$ cat src/rtl/i2c_bus_monitor.sv
// Passive I2C bus monitor: synchronises and filters SDA/SCL, detects
// START/rSTART/STOP, deserialises bytes with ACK and aborts hung transfers.
module i2c_bus_monitor #(
    parameter int SYNC_STAGES = 2,
    parameter int FILT_LEN    = 3,
    parameter int TIMEOUT_W   = 16,
    parameter int TIMEOUT_CYC = 50000
) (
    input  logic       clk,
    input  logic       rst_n,
    input  logic       en,
    input  logic       sda_in,
    input  logic       scl_in,
    output logic       start,
    output logic       rstart,
    output logic       stop,
    output logic       busy,
    output logic       byte_valid,
    output logic [7:0] byte_data,
    output logic       ack_bit,
    output logic       first_byte,
    output logic [3:0] bit_cnt,
    output logic       timeout
);

    localparam int CW = (FILT_LEN > 1) ? $clog2(FILT_LEN) : 1;
    localparam logic [CW-1:0] RUN_LAST = CW'(FILT_LEN - 1);
    localparam logic [TIMEOUT_W-1:0] TO_LAST = TIMEOUT_W'(TIMEOUT_CYC - 1);
    localparam logic [TIMEOUT_W-1:0] TO_SAT  = TIMEOUT_W'(TIMEOUT_CYC);

    typedef enum logic {
        IDLE,
        ACTIVE
    } state_t;

    state_t                 state;
    logic [SYNC_STAGES-1:0] sda_sync;
    logic [SYNC_STAGES-1:0] scl_sync;
    logic [1:0]             line_s;
    logic [1:0]             filt;
    logic [1:0]             filt_d;
    logic [CW-1:0]          run [2];
    logic [7:0]             shift;
    logic                   pending;
    logic [TIMEOUT_W-1:0]   to_cnt;

    logic sda_f;
    logic scl_f;
    logic scl_rise;
    logic scl_edge;
    logic sda_rise;
    logic sda_fall;
    logic sda_edge;
    logic any_edge;
    logic start_cond;
    logic stop_cond;
    logic to_hit;

    // Metastability chains; reset to the idle-high bus level
    always_ff @(posedge clk or negedge rst_n) begin
        if (!rst_n) begin
            sda_sync <= '1;
            scl_sync <= '1;
        end else begin
            sda_sync <= {sda_sync[SYNC_STAGES-2:0], sda_in};
            scl_sync <= {scl_sync[SYNC_STAGES-2:0], scl_in};
        end
    end

    // Index 0 is SDA, index 1 is SCL
    assign line_s = {scl_sync[SYNC_STAGES-1], sda_sync[SYNC_STAGES-1]};

    // Glitch filter: accept a change after FILT_LEN differing samples in a row
    always_ff @(posedge clk or negedge rst_n) begin
        if (!rst_n) begin
            filt   <= 2'b11;
            filt_d <= 2'b11;
            for (int i = 0; i < 2; i++) begin
                run[i] <= '0;
            end
        end else begin
            filt_d <= filt;
            for (int i = 0; i < 2; i++) begin
                if (line_s[i] != filt[i]) begin
                    if (run[i] == RUN_LAST) begin
                        filt[i] <= line_s[i];
                        run[i]  <= '0;
                    end else begin
                        run[i] <= run[i] + 1'b1;
                    end
                end else begin
                    run[i] <= '0;
                end
            end
        end
    end

    assign sda_f    = filt[0];
    assign scl_f    = filt[1];
    assign scl_rise = scl_f & ~filt_d[1];
    assign scl_edge = scl_f ^ filt_d[1];
    assign sda_rise = sda_f & ~filt_d[0];
    assign sda_fall = ~sda_f & filt_d[0];
    assign sda_edge = sda_f ^ filt_d[0];
    assign any_edge = scl_edge | sda_edge;

    // SDA moving while SCL is steadily high marks a bus condition
    assign start_cond = sda_fall & scl_f & ~scl_edge;
    assign stop_cond  = sda_rise & scl_f & ~scl_edge;
    assign to_hit     = (TIMEOUT_CYC != 0) && (to_cnt == TO_LAST) && !any_edge;

    // Protocol FSM with byte deserialiser and inactivity timeout
    always_ff @(posedge clk or negedge rst_n) begin
        if (!rst_n) begin
            state      <= IDLE;
            busy       <= 1'b0;
            start      <= 1'b0;
            rstart     <= 1'b0;
            stop       <= 1'b0;
            byte_valid <= 1'b0;
            timeout    <= 1'b0;
            byte_data  <= 8'h00;
            ack_bit    <= 1'b1;
            first_byte <= 1'b0;
            bit_cnt    <= 4'd0;
            shift      <= 8'h00;
            pending    <= 1'b0;
            to_cnt     <= '0;
        end else begin
            start      <= 1'b0;
            rstart     <= 1'b0;
            stop       <= 1'b0;
            byte_valid <= 1'b0;
            timeout    <= 1'b0;
            if (!en) begin
                state   <= IDLE;
                busy    <= 1'b0;
                bit_cnt <= 4'd0;
                pending <= 1'b0;
                to_cnt  <= '0;
            end else begin
                unique case (state)
                    IDLE: begin
                        to_cnt <= '0;
                        if (start_cond) begin
                            start   <= 1'b1;
                            state   <= ACTIVE;
                            busy    <= 1'b1;
                            bit_cnt <= 4'd0;
                            pending <= 1'b1;
                        end else if (stop_cond) begin
                            stop <= 1'b1;
                        end
                    end
                    ACTIVE: begin
                        if (any_edge) begin
                            to_cnt <= '0;
                        end else if (to_cnt != TO_SAT) begin
                            to_cnt <= to_cnt + 1'b1;
                        end
                        if (start_cond) begin
                            rstart  <= 1'b1;
                            bit_cnt <= 4'd0;
                            pending <= 1'b1;
                        end else if (stop_cond) begin
                            stop    <= 1'b1;
                            state   <= IDLE;
                            busy    <= 1'b0;
                            bit_cnt <= 4'd0;
                        end else if (to_hit) begin
                            timeout <= 1'b1;
                            state   <= IDLE;
                            busy    <= 1'b0;
                            bit_cnt <= 4'd0;
                        end else if (scl_rise) begin
                            if (bit_cnt == 4'd8) begin
                                byte_data  <= shift;
                                ack_bit    <= sda_f;
                                first_byte <= pending;
                                pending    <= 1'b0;
                                byte_valid <= 1'b1;
                                bit_cnt    <= 4'd0;
                            end else begin
                                shift   <= {shift[6:0], sda_f};
                                bit_cnt <= bit_cnt + 4'd1;
                            end
                        end
                    end
                    default: state <= IDLE;
                endcase
            end
        end
    end

endmodule

$ cat config.mk
export PLATFORM = sky130hd
export DESIGN_NAME = i2c_bus_monitor
export DESIGN_NICKNAME = d
export VERILOG_FILES = /design/src/rtl/i2c_bus_monitor.sv
export SDC_FILE = /design/constraint.sdc
export NUM_CORES = 1
export LEC_CHECK = 0
export CAP_MARGIN = 0
export CORE_MARGIN = 2
export CORE_UTILIZATION = 40
export CTS_BUF_LIST = sky130_fd_sc_hd__clkbuf_8
export DETAILED_ROUTE_END_ITERATION = 10
export PLACE_DENSITY = 0.6
export SYNTH_ARGS = -nofsm -noshare
export SYNTH_HDL_FRONTEND = slang
export SYNTH_SLANG_ARGS = --single-unit
export TNS_END_PERCENT = 5
$ cat constraint.sdc
create_clock -name clk -period 6 [get_ports clk]
set_input_delay 1.5 -clock clk [delete_from_list [all_inputs] [get_ports clk]]
set_output_delay 1.5 -clock clk [all_outputs]
set_load 0.01 [all_outputs]
==> results_dict.tcl, run 1 <==
set metrics [dict create \
    grt_overflow 0 \
    drtIter0Drc 75 \
    cts_buffer_depth 2 \
    syn_area_um2 2540 \
    cts.clk_slew.worst_paths_ns 0.06 \
    run_status "finished, final reports clean" \
    reg2reg_slack_ns 3.63 \
    startpoint_type "input port" \
    insertion_delay_ns 0.33 \
    powerDensity_nw_per_um2 321 \
    design.die.area_um2 7010 \
    max_freq_ghz 0.329 \
    ys.flop_type "dfrtp_1" \
    grtUsageTotal_pct 13.6 \
    ant_nets 0 \
    synth-seq-cells 58 \
    reg2reg_depth 6 \
    wl_per_cell_um 13.0 \
    min_path_type "flip-flop to flip-flop" \
    cts_root_buf "clkbuf_8" \
    min_from "sda_sync[0]" \
    relSlewSlack_pct 53.0 \
    routed_wl_um 4190 \
    max_cap_viol_count 0 \
    total_power_uw 980 \
    portBuffers 24 \
    core.rowCount 29 \
    drv_slew 0 \
    dp_hpwl_um 2720 \
    synth_edf_count 0 \
    finalSetupTns_ns 0 \
    synth.distinct_cells 37 \
    rr_endpoint "byte_data[6]" \
    fp.dieW_um 83.7 \
    leakage_nw 1.37 \
    setup_violations 0 \
    required_ns 6.22 \
    avgSynthCellArea_um2 12.1 \
    htreeDepth 3 \
    hold_ws_ns 0.354 \
    stdcell_count 322 \
    place_congestion 0.751 \
    ys_warn_count 0 \
    arrival_ns 3.26 \
    reg2reg_from "filt[0]" \
    pin_count 25 \
    antenna_cells 0 \
    vias 1635 \
    coreArea_um2 6240 \
    numClockSinks 58 \
    layout_min_cycle_time_ns 3.04 \
    cts_tree "built" \
    cts_buffers 9 \
    critical_path_class "input port to flip-flop" \
    placed_cell_area_um2 2840 \
    syn-num-nets 222 \
    slowest_stage "clkdlybuf4s50_1" \
    fin_util_pct 48.9 \
    netlist.area_leader.share_pct 48.3 \
    hold_viol 0 \
    hold_path_depth 0 \
    crit_family "simple AND/OR/NAND/NOR gates" \
    cp_slowest_stage_delay_ns 0.62 \
    die_h_um 83.7 \
    nNetsFinal 252 \
    netlist.top_cell.by_area "dfrtp_1" \
    grt_pass1_vias 1591 \
    drc 0 \
    critPathBufInv 1 \
    cp_max_fo 11 \
    yosys-top-cells-area "dfrtp_1, dfstp_2, mux2_2" \
    postLayoutSetupSlackWorst_ns 2.96 \
    dp.cells 306 \
    holdBufCountCts 0 \
    final_area_um2 3050 \
    post_cts_buffers 0 \
    start_util_pct 40.7 \
    area_growth_pct 20.0 \
    ys_seq_area_share_pct 57.6 \
    ir_drop_v 0.000121 \
    antenna_found_initial 0 \
    hold_path_end "sda_sync[1]" \
    worstSetupEndpointType "flip-flop" \
    worst_pin_slew_ns 0.704 \
    drive_gt1_share_pct 20.0 \
    synth_cells 210 \
    skew_ns 0.00713 \
    finalCritPeriodShare_pct 50.7 \
    grt_max_degree 59 \
    crit_chain "clkdlybuf4s50_1 > and3_1 > nand4_2 > mux2_2" \
    ys_async_sr_fraction_pct 100 \
    rsz0062_at_grt "false" \
    first_pass_iters 4 \
    post_cts_resized 0 \
    grt_pass1_wl_um 7490 \
    preCtsSetupSlack_ns 2.59 \
    viasPerCell 5.08 \
]
per-layer routing:
layer	part of all wire, %	vias up	global-route usage, %	wire [um]
met5	0	-	0	0
met4	2.0	0	7.33	82
met3	3.9	7	4.85	162
met2	45	25	19.1	1910
met1	49	808	18.5	2040
li1	-	795	-	-
final cells by class:
| class | instances | area, um^2 |
|---|---|---|
| inverter | 10 | 37.5 |
| clock buffer | 12 | 165 |
| sequential | 58 | 1460 |
| clock inverter | 4 | 42.5 |
| timing repair buffer | 25 | 243 |
| multi-input combinational | 136 | 1000 |
| fill | 556 | 3190 |
| tap | 77 | 96.3 |
cell usage in the layout (no fill, tap or decap), types with 2 or more instances in the layout:
| master | count |
|---|---|
| clkbuf_8 | 12 |
| nor3_1 | 3 |
| mux2_2 | 19 |
| nor3b_1 | 3 |
| dfstp_2 | 9 |
| nand3_1 | 9 |
| clkdlybuf4s50_1 | 23 |
| ha_1 | 7 |
| a21oi_1 | 4 |
| xor2_1 | 8 |
| and3_1 | 6 |
| inv_1 | 12 |
| nor4_1 | 2 |
| xnor2_1 | 7 |
| dfrtp_1 | 49 |
| o21ai_0 | 4 |
| nand2_1 | 11 |
| mux2i_1 | 3 |
| a31oi_1 | 3 |
| or3_1 | 2 |
| and4_1 | 2 |
| nand4_1 | 6 |
| o211ai_1 | 2 |
| nor2_1 | 20 |
| nand2b_1 | 3 |
registers in the layout, indices dropped and copies added, names as in the netlist:
register    cells
pending         1
first_byte      1
busy            1
state           1
byte_valid      1
bit_cnt         4
start           1
byte_data       8
sda_sync        2
to_cnt         16
scl_sync        2
stop            1
run             4
ack_bit         1
timeout         1
filt            2
shift           8
filt_d          2
rstart          1
synthesized netlist by cell type, drive strengths merged (4+ instances only):
master and number:
ha 7, xor2 8, mux2 19, inv 10, dfrtp 49, nor2 20
xnor2 7, nand3 9, dfstp 9, clkbuf 4, nand2 11, o21ai 4
and3 6, nand4 7, a21oi 4
power breakdown:
group	total, mW	switching (mW)	internal, mW
Sequential	0.472	0.0332	0.439
Clock	0.371	0.149	0.222
Combinational	0.137	0.0750	0.0621
Total	0.980	0.257	0.723
worst max path at each step:
stage,cells after the start,from,end,slack [ns]
final,4,en,byte_data[6],2.96
after floorplan,5,en,byte_data[0],3.43
after global placement,4,en,byte_data[0],2.64
after global routing,4,en,byte_data[6],2.87
after CTS,4,en,byte_data[6],2.94
after detailed placement,4,en,byte_data[6],2.59
kinds of logic after synthesis:
group                    share of synthesized area, %
AO/OA/AOI/OAI                                    5.61
XOR/XNOR                                         5.17
adder cells (fa/ha/maj)                          3.45
buffers and inverters                            2.95
flip-flops                                       57.6
multiplexers                                     9.60
AND/OR/NAND/NOR                                  15.7
Power figures use the tool's default switching activity.
==> inputs of run 2 (changes only) <==
- PLACE_DENSITY: 0.6 -> 0.63
- clock period: 6 -> 2.8 ns (I/O delays scaled with it)
==> results_dict.tcl, run 2 (same netlist as run 1, synthesis figures left out) <==
set metrics [dict create \
    antenna_found_initial 0 \
    layout_min_cycle_time_ns 2.39 \
    reg2reg_depth 6 \
    worstSetupEndpointType "flip-flop" \
    design.die.area_um2 7010 \
    route.met3.wl_um 115 \
    grt_pass1_vias 1651 \
    min_path_type "input port to asynchronous set/reset pin" \
    numClockSinks 58 \
    skew_ns 0.0111 \
    max_freq_ghz 0.418 \
    cp_max_fo 11 \
    total_power_mw 2.26 \
    grt_overflow 0 \
    layout_commonest_cell "dfrtp_1" \
    setup_violations 0 \
    die_h_um 83.7 \
    post_cts_buffers 0 \
    layout_common_cells "dfrtp_1, clkdlybuf4s50_1, nor2_1" \
    seqCellArea_um2 1460 \
    leakage_nw 1.39 \
    dp_hpwl_um 2900 \
    grt_pass1_wl_um 7670 \
    cts_buffers 9 \
    area_growth_pct 22.6 \
    place_congestion 0.746 \
    wl_per_cell_um 13.2 \
    startpoint_type "flip-flop" \
    critical_path_class "flip-flop to flip-flop" \
    insertion_delay_ns 0.33 \
    largest_register "to_cnt" \
    antenna_cells 0 \
    max_cap_viol_count 0 \
    portBuffers 24 \
    holdBufCountCts 0 \
    grt_max_degree 35 \
    finalSetupTns_ns 0 \
    first_pass_iters 4 \
    viasPerCell 5.02 \
    highest_layer "met4" \
    htreeDepth 3 \
    pin_count 25 \
    worst_pin_slew_ns 0.576 \
    powerDensity_nw_per_um2 725 \
    grtUsageTotal_pct 13.7 \
    finalCritPeriodShare_pct 85.4 \
    dr_wl_met2_um 1900 \
    final_area_um2 3110 \
    fp.dieW_um 83.7 \
    vias 1626 \
    cts.clk_slew.worst_paths_ns 0.07 \
    coreArea_um2 6240 \
    ant_nets 0 \
    ir_drop_v 0.000381 \
    largest_reg_flops 16 \
    drv_slew 0 \
    placed_cell_area_um2 2870 \
    cts_tree "built" \
    run_status "finished, final reports clean" \
    fill_cells 565 \
    multi_input_area_um2 1000 \
    drive_gt1_share_pct 21.1 \
    drtIter0Drc 72 \
    fin_util_pct 49.9 \
    post_cts_resized 0 \
    core.rowCount 29 \
    reg_top3 "to_cnt: 16 flops, byte_data: 8 flops, shift: 8 flops" \
    cts_buffer_depth 2 \
    routed_wl_um 4270 \
    drc 0 \
    nNetsFinal 254 \
    required_ns 3.01 \
    start_util_pct 40.7 \
    relSlewSlack_pct 61.6 \
    rsz0062_at_grt "false" \
    arrival_ns 2.60 \
    hold_viol 0 \
    drt-met1-wl_um 2140 \
    cts_root_buf "clkbuf_8" \
]
-- run 2: changes by cell type in the layout (fill, tap and decap cells not counted), sizes merged --
cell,change
clkbuf,-2
inv,-1
clkinvlp,+1
bufinv,+2
buf,+2
-- run 2: path summary, 6_finish.rpt --
check	start	endpoint	slack, ns
max	filt[0]	byte_data[4]	0.41
min in group clk	scl_sync[0]	scl_sync[1]	0.36
min	rst_n	byte_data[3]	0.36
min reg2reg	scl_sync[0]	scl_sync[1]	0.36
max reg2reg	filt[0]	byte_data[4]	0.41
max in group asynchronous	rst_n	scl_sync[1]	1.79
-- run 2: metrics by stage --
step | hold WS (ns) | cells | worst slack (ns)
after floorplan | 0.345 | 210 | 0.664
final | 0.355 | 324 | 0.409
after detailed placement | 0.348 | 308 | 0.376
after global placement | 0.345 | 308 | 0.416
after CTS | 0.357 | 324 | 0.404
after global routing | 0.358 | 324 | 0.281
-- run 2: metal layers --
metal  GRT usage, %  up-vias
met4           8.80        0
met2           19.8       25
met5              0        -
li1               -      798
met1           18.8      793
met3           2.77       10
-- run 2: layout make-up --
class / count / share of cell area [%]
clock buffer: 10 / 4.42
clock inverter: 6 / 3.42
inverter: 10 / 1.21
multi-input combinational: 136 / 32.2
sequential: 58 / 47.0
tap: 77 / 3.09
timing repair buffer: 27 / 8.68
-- run 2: critical path, stage by stage, from the launching register on --
cell      delay, ns
dfstp_2        0.59
inv_1          0.07
ha_1           0.23
o211ai_1       0.26
and3_1         0.36
nand4_2        0.37
mux2_2         0.39
-- run 2: power breakdown --
group	internal, mW	switching (mW)
sequential	0.940	0.0741
combinational	0.138	0.170
clock	0.611	0.326
total	1.69	0.570
==> inputs of run 3 (changes only) <==
- DONT_BUFFER_PORTS: default -> 1
- PLACE_DENSITY: 0.63 -> 0.57
==> results_dict.tcl, run 3 (same netlist as run 1, synthesis figures left out) <==
set metrics [dict create \
    vias 1527 \
    grt_pass1_vias 1573 \
    worstSetupEndpointType "flip-flop" \
    grt_overflow 0 \
    reg2reg_depth 6 \
    ir_drop_v 0.000356 \
    finalCritPeriodShare_pct 85.7 \
    start_util_pct 40.7 \
    portBuffers 0 \
    viasPerCell 5.12 \
    post_cts_buffers 0 \
    max_freq_ghz 0.417 \
    drive_gt1_share_pct 22.2 \
    finalSetupTns_ns 0 \
    max_cap_viol_count 0 \
    postLayoutSetupSlackWorst_ns 0.399 \
    worst_pin_slew_ns 0.395 \
    slowest_stage "dfstp_2" \
    critical_path_class "flip-flop to flip-flop" \
    powerDensity_nw_per_um2 768 \
    rsz0062_at_grt "false" \
    htreeDepth 3 \
    cts_buffer_depth 2 \
    cp_max_fo 11 \
    area_growth_pct 11.8 \
    holdBufCountCts 0 \
    antenna_cells 0 \
    nNetsFinal 228 \
    cts_tree "built" \
    skew_ns 0.00930 \
    routed_wl_um 4220 \
    seqCellArea_um2 1460 \
    cp_slowest_stage_delay_ns 0.59 \
    cts.clk_slew.worst_paths_ns 0.07 \
    total_power_mw 2.18 \
    largest_register "to_cnt" \
    insertion_delay_ns 0.34 \
    reg_top3 "to_cnt: 16 flops, byte_data: 8 flops, shift: 8 flops" \
    core.rowCount 29 \
    grt_max_degree 59 \
    grtUsageTotal_pct 14.1 \
    arrival_ns 2.63 \
    first_pass_iters 4 \
    pin_count 25 \
    dp_hpwl_um 2770 \
    multi_input_area_um2 1000 \
    fp.dieW_um 83.7 \
    reg2reg_from "filt[0]" \
    numClockSinks 58 \
    cts_buffers 9 \
    layout_commonest_cell "dfrtp_1" \
    rr_endpoint "byte_data[7]" \
    run_status "finished, final reports clean" \
    place_congestion 0.726 \
    crit_chain "inv_1 > ha_1 > o211ai_1 > and3_1 > nand4_2 > mux2_2" \
    ant_nets 0 \
    grt_pass1_wl_um 7530 \
    min_path_type "input port to asynchronous set/reset pin" \
    antenna_found_initial 0 \
    coreArea_um2 6240 \
    drc 0 \
    startpoint_type "flip-flop" \
    leakage_nw 1.29 \
    design.die.area_um2 7010 \
    die_h_um 83.7 \
    fill_cells 572 \
    wl_per_cell_um 14.2 \
    reg2reg_slack_ns 0.40 \
    relSlewSlack_pct 73.6 \
    largest_reg_flops 16 \
    post_cts_resized 0 \
    cts_root_buf "clkbuf_8" \
    drv_slew 0 \
    layout_min_cycle_time_ns 2.40 \
    drtIter0Drc 81 \
    layout_common_cells "dfrtp_1, nor2_1, mux2_2" \
    hold_viol 0 \
    preCtsSetupSlack_ns 0.390 \
    setup_violations 0 \
    required_ns 3.03 \
]
run 3: layer usage:
layer	part of all wire [%]	GRT usage [%]	up-vias
li1	-	-	748
met1	50	18.3	745
met2	43	19.0	24
met3	3.6	5.34	10
met4	3.7	10.1	0
met5	0	0	-
run 3: worst max-delay path: cells and delay by family (launching register included):
| kind | cells | cell delay [ns] |
|---|---|---|
| flops | 1 | 0.59 |
| fa+ha+maj | 1 | 0.23 |
| compound gates | 1 | 0.24 |
| simple gates | 2 | 0.74 |
| mux | 1 | 0.40 |
| buf+inv | 1 | 0.08 |
run 3: how the worst max path moves through the flow:
stage | to | start | slack, ns | cells past startpoint
finish | byte_data[7] | filt[0] | 0.40 | 6
global route | byte_data[0] | filt[0] | 0.17 | 6
CTS | byte_data[7] | filt[0] | 0.39 | 6
detailed placement | byte_data[7] | filt[0] | 0.39 | 6
global placement | byte_data[7] | filt[0] | 0.44 | 6
floorplan | byte_data[0] | filt[0] | 0.66 | 8
run 3: where the power goes:
group          switching [mW]  internal (mW)  leakage [nW]
combinational           0.140          0.116         0.394
clock                   0.326          0.583         0.124
sequential             0.0756          0.940         0.774
total                   0.542           1.64          1.29
run 3: layout make-up:
| cell class | count | area share (%) |
|---|---|---|
| sequential | 58 | 51.5 |
| multi-input combinational | 136 | 35.3 |
| clock buffer | 9 | 4.36 |
| clock inverter | 7 | 3.83 |
| tap | 77 | 3.39 |
| inverter | 10 | 1.32 |
| timing repair buffer | 1 | 0.264 |
run 3: per-stage QoR:
step           cells  util (%)  hold WS [ns]  area (um^2)
4_1_cts          298      45.5        0.0238         2840
2_1_floorplan    210         -         0.345         2540
5_1_grt          298      45.5        0.0162         2840
3_5_place_dp     282      41.8         0.349         2610
6_report         298      45.5        0.0474         2840
3_3_place_gp     282      41.8         0.346         2610
